==> config.mk <==
export PLATFORM = sky130hd
export DESIGN_NAME = compare_result_debouncer
export DESIGN_NICKNAME = d
export VERILOG_FILES = /design/src/rtl/compare_result_debouncer_pkg.sv /design/src/rtl/compare_result_debouncer_flag_decode.sv /design/src/rtl/compare_result_debouncer.sv
export SDC_FILE = /design/constraint.sdc
export NUM_CORES = 1
export LEC_CHECK = 0
export BUFFER_PORTS_ARGS = -buffer_cell sky130_fd_sc_hd__buf_2
export CELL_PAD_IN_SITES_DETAIL_PLACEMENT = 1
export CELL_PAD_IN_SITES_GLOBAL_PLACEMENT = 2
export CORE_ASPECT_RATIO = 1.4
export CORE_MARGIN = 5
export CORE_UTILIZATION = 33
export CTS_BUF_LIST = sky130_fd_sc_hd__clkbuf_8
export CTS_CLUSTER_DIAMETER = 80
export DETAILED_ROUTE_END_ITERATION = 16
export GPL_TIMING_DRIVEN = 0
export PLACE_DENSITY = 0.8
export SYNTH_ARGS = -nofsm -noshare
export SYNTH_HDL_FRONTEND = slang
export SYNTH_SLANG_ARGS = --single-unit
==> constraint.sdc <==
create_clock -name clock -period 2.9 [get_ports clock]
set_clock_uncertainty 0.2 [all_clocks]
set_input_delay 0.29 -clock clock [delete_from_list [all_inputs] [get_ports clock]]
set_output_delay 0.29 -clock clock [all_outputs]
set_load 0.02 [all_outputs]
==> src/rtl/compare_result_debouncer_pkg.sv <==
// Shared definitions for the comparator result path: relation state
// encoding and sizing helpers used by the debouncer and its consumers.
package compare_result_debouncer_pkg;

    // Width of the encoded relation state carried between blocks.
    localparam int STATE_WIDTH = 2;

    typedef logic [STATE_WIDTH-1:0] state_t;

    localparam state_t STATE_UNKNOWN = 2'd0;
    localparam state_t STATE_LESS    = 2'd1;
    localparam state_t STATE_EQUAL   = 2'd2;
    localparam state_t STATE_GREATER = 2'd3;

    // Bits needed for a counter that must reach the value n inclusive.
    function automatic int run_width(input int n);
        return $clog2(n + 1);
    endfunction

endpackage

==> src/rtl/compare_result_debouncer_flag_decode.sv <==
// compare_flag_decode: maps raw one-hot comparator flags to a relation state.
// Ports: a_lt_b/a_gt_b/a_eq_b flags in; state (2b) and malformed out.
module compare_flag_decode
    import compare_result_debouncer_pkg::*;
(
    input  logic   a_lt_b,
    input  logic   a_gt_b,
    input  logic   a_eq_b,
    output state_t state,
    output logic   malformed
);

    // Anything other than exactly one flag is reported as malformed and
    // decodes to UNKNOWN so it can never match a real candidate.
    always_comb begin
        state     = STATE_UNKNOWN;
        malformed = 1'b0;
        unique case ({a_lt_b, a_gt_b, a_eq_b})
            3'b100:  state = STATE_LESS;
            3'b010:  state = STATE_GREATER;
            3'b001:  state = STATE_EQUAL;
            default: malformed = 1'b1;
        endcase
    end

endmodule

==> src/rtl/compare_result_debouncer.sv <==
// compare_result_debouncer: filters comparator flags into a debounced
// relation state, emits one-entry ready/valid change events, counts changes.
// Ports: clock, reset (sync, active high); in_valid + a_lt_b/a_gt_b/a_eq_b
// sample in; state_out; event_valid/event_ready/event_state handshake;
// change_count; flag_error pulse; event_overrun sticky flag.
module compare_result_debouncer
    import compare_result_debouncer_pkg::*;
#(
    parameter int DEBOUNCE_CYCLES = 4,
    parameter int COUNT_WIDTH     = 8
) (
    input  logic                   clock,
    input  logic                   reset,
    input  logic                   in_valid,
    input  logic                   a_lt_b,
    input  logic                   a_gt_b,
    input  logic                   a_eq_b,
    output logic [STATE_WIDTH-1:0] state_out,
    output logic                   event_valid,
    input  logic                   event_ready,
    output logic [STATE_WIDTH-1:0] event_state,
    output logic [COUNT_WIDTH-1:0] change_count,
    output logic                   flag_error,
    output logic                   event_overrun
);

    localparam int RUN_WIDTH = run_width(DEBOUNCE_CYCLES);

    localparam logic [RUN_WIDTH-1:0] RUN_MAX = RUN_WIDTH'(DEBOUNCE_CYCLES);
    localparam logic [RUN_WIDTH-1:0] RUN_ONE = RUN_WIDTH'(1);

    localparam logic [COUNT_WIDTH-1:0] COUNT_ONE = COUNT_WIDTH'(1);

    state_t                 decoded;
    logic                   malformed;

    state_t                 candidate;
    state_t                 candidate_next;
    logic [RUN_WIDTH-1:0]   run_count;
    logic [RUN_WIDTH-1:0]   run_next;
    logic                   adopt;
    logic                   transfer;

    compare_flag_decode u_decode (
        .a_lt_b    (a_lt_b),
        .a_gt_b    (a_gt_b),
        .a_eq_b    (a_eq_b),
        .state     (decoded),
        .malformed (malformed)
    );

    // Run tracking. Idle cycles leave the run untouched so gaps between
    // samples do not break it; a malformed sample restarts from nothing.
    always_comb begin
        candidate_next = candidate;
        run_next       = run_count;
        if (in_valid) begin
            if (malformed) begin
                candidate_next = STATE_UNKNOWN;
                run_next       = '0;
            end else if (decoded == candidate) begin
                run_next = (run_count == RUN_MAX) ? RUN_MAX
                                                  : run_count + RUN_ONE;
            end else begin
                candidate_next = decoded;
                run_next       = RUN_ONE;
            end
        end
    end

    // Adopt only on the exact edge the run reaches its target; a saturated
    // run stays at RUN_MAX without re-triggering.
    always_comb begin
        adopt = in_valid && !malformed
             && (run_next == RUN_MAX)
             && (decoded != state_t'(state_out));
    end

    assign transfer = event_valid && event_ready;

    always_ff @(posedge clock) begin
        if (reset) begin
            candidate     <= STATE_UNKNOWN;
            run_count     <= '0;
            state_out     <= STATE_UNKNOWN;
            event_valid   <= 1'b0;
            event_state   <= STATE_UNKNOWN;
            change_count  <= '0;
            flag_error    <= 1'b0;
            event_overrun <= 1'b0;
        end else begin
            candidate  <= candidate_next;
            run_count  <= run_next;
            flag_error <= in_valid && malformed;
            if (adopt) begin
                state_out    <= decoded;
                change_count <= change_count + COUNT_ONE;
                // A held event that is not leaving this edge gets replaced.
                if (event_valid && !event_ready) begin
                    event_overrun <= 1'b1;
                end
                event_valid <= 1'b1;
                event_state <= decoded;
            end else if (transfer) begin
                event_valid <= 1'b0;
            end
        end
    end

endmodule

# == Word-level counts from Yosys, hierarchy flattened ==
# Cells that the tools add are included.
# op_classes
addsub,2
multipliers,0
n_div,0
magnitude_cmp,0
eq_ne,8
shifts,0
mux,10
n_bitwise,0
n_reduce_logical,11
# op_table
op,count
2-to-1 mux 3 bit,4
"== test 3 bit, second input constant",3
"adder 8 x 1 -> 8 bit, second input constant",1
logical AND 1 bit,6
case mux 2 bit (3 select lines),1
2-to-1 mux 2 bit,2
AND reduction 2 bit,2
"adder 3 x 1 -> 3 bit, second input constant",1
"== test 3 x 1 -> 1 bit, second input constant",1
"== test 3 x 2 -> 1 bit, second input constant",1
2-to-1 mux 1 bit,3
OR reduction 3 bit,1
== test 2 bit,1
!= test 2 bit,1
"!= test 2 bit, second input constant",1
nonzero test 2 bit,1
zero test 1 bit,1
# totals
regBits,18
latchBits,0
ram_bits,0
rom_bits,0
input_bits,7
out_inout_bits,15
word_cells,38
mem_count,0

# == Longest topological paths before layout ==
# logic_depth
ltp_word,10
depth_mapped,10
depth_no_buf,8

# == By module ==
# From an unflattened synthesis, not the netlist that was laid out.
# hier_totals
cells_unflattened,110
hier_area_um2,932.1
# modules_own_cells
mod,instances,cells_per_inst,area_each_um2,seq_area_each_um2
compare_result_debouncer,1,104,892.1,360.3
compare_flag_decode,1,6,40.0,0.0

# == Worst setup path after synthesis ==
# OpenSTA, ideal clock, no wires.
# synth_timing
kind,input to register
startpoint,in a_gt_b
endpoint,reg event_state[1]
setup_ns,0.070
arrival_time_ns,2.182
t_required_ns,2.630
slack_ns,0.447
cell_stages,9
path_buffers,3
path_cell_list,buf_6 nor4bb_4 o21ai_0 o211a_1 or4b_1 buf_2 buf_6 or4_1 a21oi_1
# synth_between
elab_chain_len,9
elab_cells_between_ends,14
classes_between,eq/ne: 6; mux: 4; reduce/logical: 4
# synth_rtl
item,line,text
from (decl),compare_result_debouncer.sv:16,"input logic a_gt_b,"
"== test 3 x 1 -> 1 bit, or another cell as far along",compare_result_debouncer_flag_decode.sv:18,"unique case ({a_lt_b, a_gt_b, a_eq_b})"
case mux 2 bit (3 select lines),compare_result_debouncer_flag_decode.sv:18,
== test 2 bit,compare_result_debouncer.sv:61,end else if (decoded == candidate) begin
2-to-1 mux 3 bit,compare_result_debouncer.sv:61,
2-to-1 mux 3 bit,compare_result_debouncer.sv:58,if (malformed) begin
2-to-1 mux 3 bit,compare_result_debouncer.sv:57,if (in_valid) begin
== test 3 bit,compare_result_debouncer.sv:75,&& (run_next == RUN_MAX)
logical AND 1 bit,compare_result_debouncer.sv:75,
logical AND 1 bit,compare_result_debouncer.sv:76,&& (decoded != state_t'(state_out));
to (signal assigned),compare_result_debouncer.sv:103,event_state <= decoded;
to (decl),compare_result_debouncer.sv:21,"output logic [STATE_WIDTH-1:0] event_state,"
# Parallel ways exist; a longest one is shown, timed or not.
# A chain may end at the register's enable or synchronous reset.

# == Final worst setup path ==
# layout_timing
startpoint,reg candidate[0]
endpoint,reg event_state[1]
# layout_between
elab_chain_len,7
# layout_rtl
item,line,text
from (decl),compare_result_debouncer.sv:37,state_t candidate;
from (signal assigned),compare_result_debouncer.sv:92,candidate <= candidate_next;
== test 2 bit,compare_result_debouncer.sv:61,
2-to-1 mux 3 bit,compare_result_debouncer.sv:61,
2-to-1 mux 3 bit,compare_result_debouncer.sv:58,
2-to-1 mux 3 bit,compare_result_debouncer.sv:57,
== test 3 bit,compare_result_debouncer.sv:75,
logical AND 1 bit,compare_result_debouncer.sv:75,
logical AND 1 bit,compare_result_debouncer.sv:76,
# Every way passes these cells.

==> flow_metrics.py <==
metrics = {
    "routing": {
        "drt_wl_total_mm": 2.96,
        "post_drt_wl_per_cell_um": 15.6,
        "viasPerCell": 5.46,
        "antenna_left": 0,
        "firstDrtPassIters": 4,
        "drtIter0Drc": 19,
        "vias": 1031,
        "drc": 0,
    },
    "timing": {
        "fin_setup_tns_ns": 0,
        "finalMaxSlewViolations": 0,
        "maxSlewHeadroom_pct": 51.6,
        "timing.hold.ws_ns": 0.133,
        "min_period_over_period_pct": 92.9,
        "setup_viol": 0,
        "finalHoldViolCount": 0,
        "rsz0062_at_grt": "false",
        "setup_ws_ns": 0.205,
        "max_freq_ghz": 0.371,
        "period_minus_slack_ns": 2.70,
        "worst_slew_pin_slew_ns": 0.722,
    },
    "cts": {
        "cts_buffers": 3,
        "cts_tree": "built",
        "cts_setup_buffers": 0,
        "cts.clk_slew.worst_paths_ns": 0.07,
        "htreeDepth": 1,
        "ctsResizeCount": 0,
        "cts.sinks": 18,
        "clockBufferDepth": 2,
        "clk_latency_ns": 0.26,
        "ctsHoldBuffers": 0,
        "clockRootBuffer": "clkbuf_8",
    },
    "run_status": {
        "outcome": "completed",
    },
    "critical_path": {
        "cp-end-kind": "flip-flop",
        "critPathBufInv": 2,
        "path_cells": "nor4bb_4 -> o21ai_0 -> o211a_1 -> or4b_1 -> buf_2 -> buf_6 -> or4_1 -> a21oi_1",
        "slowest_stage": "or4b_1",
        "critPathLaunchType": "flip-flop",
        "worstSetupPathType": "reg2reg",
        "crit_fanout": 10,
        "arrival_ns": 2.69,
        "critPathRequiredTime_ns": 2.89,
        "max_stage_delay_ns": 0.53,
        "crit_family": "simple AND/OR/NAND/NOR gates",
    },
    "grt": {
        "grt_pass1_vias": 1076,
        "grt-ovfl-total": 0,
        "grt.total_usage_pct": 13.9,
        "grt_first_pass_wirelength_mm": 4.97,
        "grt_antenna_before_repair": 0,
        "grt_max_degree": 11,
    },
    "logic_synthesis": {
        "ys_ff_latch": 18,
        "synthTopCellsByArea": "dfxtp_1 (33%), a21oi_1 (6.0%), o31ai_1 (4.8%), or4_1 (4.8%), ha_1 (3.5%)",
        "synth_warnings": 0,
        "synth_edf_count": 0,
        "async_flop_share_pct": 0,
        "synth_area_um2": 1090,
        "synth.distinct_cells": 43,
        "ys_seq_area_share_pct": 33.1,
        "yosys.area.top_type": "dfxtp_1",
        "syn_nets": 138,
        "syn_area_per_cell_um2": 8.49,
        "synth_ff_type": "dfxtp_1",
        "synthCells": 128,
        "yosysTopAreaCellShare_pct": 33.1,
    },
    "cells_and_area": {
        "final_common_cell": "buf_2",
        "num-nets-final": 161,
        "diodes": 0,
        "drive_above_1_share_pct": 21.3,
        "final_cell_mix": "buf_2 (19), dfxtp_1 (18), a21oi_1 (13)",
        "syn2layout_area_growth_pct": 17.8,
    },
    "floorplan": {
        "core_um2": 3150,
        "die_h_um": 77.9,
        "die_area_um2": 4560,
        "start_util_pct": 34.5,
        "ios": 22,
        "num_rows": 24,
        "fp.dieW_um": 58.5,
    },
    "power": {
        "vdd_ir_drop_max_mv": 0.248,
        "leakage_nw": 0.497,
        "p_per_area_nw_per_um2": 415,
    },
    "placed_design": {
        "place_congestion": 0.764,
        "place.port_buffers": 18,
        "pre_cts_slack_ns": 0.128,
        "hpwlAfterDp_mm": 2.25,
    },
    "worst_hold_path": {
        "hold_path_class": "in2reg",
    },
    "flow_run": {
        "drv_cap": 0,
    },
}
synth_stat cells (all sizes together) (2+ instances only):
master,instances
a21oi,13
nand2,6
nand3,2
nor2b,5
o21ai,6
nand4,2
nor3,4
xnor2,2
o31ai,7
nor4,2
or4,7
dfxtp,18
nor2,5
nand2b,6
inv,7
clkbuf,3
buf,8
ha,3
layout make-up:
type	instances	area (µm²)
Timing Repair Buffer	18	90.1
Tap cell	39	48.8
Sequential cell	18	360
Clock buffer	4	55.1
Fill cell	416	1870
Inverter	7	26.3
Multi-Input combinational cell	92	624
Buffer	11	76.3
cell families (layout without fill, tap and decap cells):
family / after synthesis / count (layout) / synth area share, %
and+or+nand+nor: 48 / 48 / 28.5
AOI/OAI and AO/OA: 36 / 36 / 21.1
DFF: 18 / 18 / 33.1
buffers and inverters: 18 / 40 / 9.44
adders and majority gates: 3 / 3 / 3.45
xor gates and xnor gates: 3 / 3 / 2.42
muxes: 2 / 2 / 1.96
metal layers:
metal / GRT usage [%] / vias to the layer above / part of all wire (%)
li1: - / 514 / -
met1: 15.4 / 498 / 41
met5: 0 / - / 0
met2: 24.7 / 15 / 54
met3: 2.16 / 4 / 3.3
met4: 6.96 / 0 / 2.0
final timing paths:
kind,startpoint,end,slack [ns],depth (start not counted)
setup reg to reg,candidate[0],event_state[1],0.20,8
hold / removal,event_ready,event_overrun,0.13,3
setup / recovery,candidate[0],event_state[1],0.20,8
hold reg to reg,event_overrun,event_overrun,0.27,2
sequential cells by signal, summed over array words and instances, names as in the netlist:
name and count:
candidate 2, change_count 8, event_overrun 1, event_state 2
event_valid 1, flag_error 1, run_count 3
stage by stage:
step | total power [W] | cell area [µm²] | utilization (%) | std cells
final | 0.000532 | 1280 | 40.6 | 189
after global routing | 0.000555 | 1280 | 40.6 | 189
after CTS | 0.000537 | 1280 | 40.6 | 189
after detailed placement | 0.000328 | 1230 | 38.9 | 185
after global placement | 0.000326 | 1230 | 38.9 | 185
after floorplan | 0.000309 | 1090 | - | 128
worst register-to-register path: stages, from the launching register on:
cell and delay, ns:
dfxtp_1 0.39, nor4bb_4 0.33, o21ai_0 0.16, o211a_1 0.16, or4b_1 0.53, buf_2 0.19, buf_6 0.15, or4_1 0.40
a21oi_1 0.12
power by group:
part	switching [W]	leakage [nW]	internal, W
Sequential	0.00000369	0.145	0.000250
Clock	0.0000892	0.0288	0.000121
Combinational	0.0000418	0.323	0.0000262
Power figures use the tool's default switching activity.
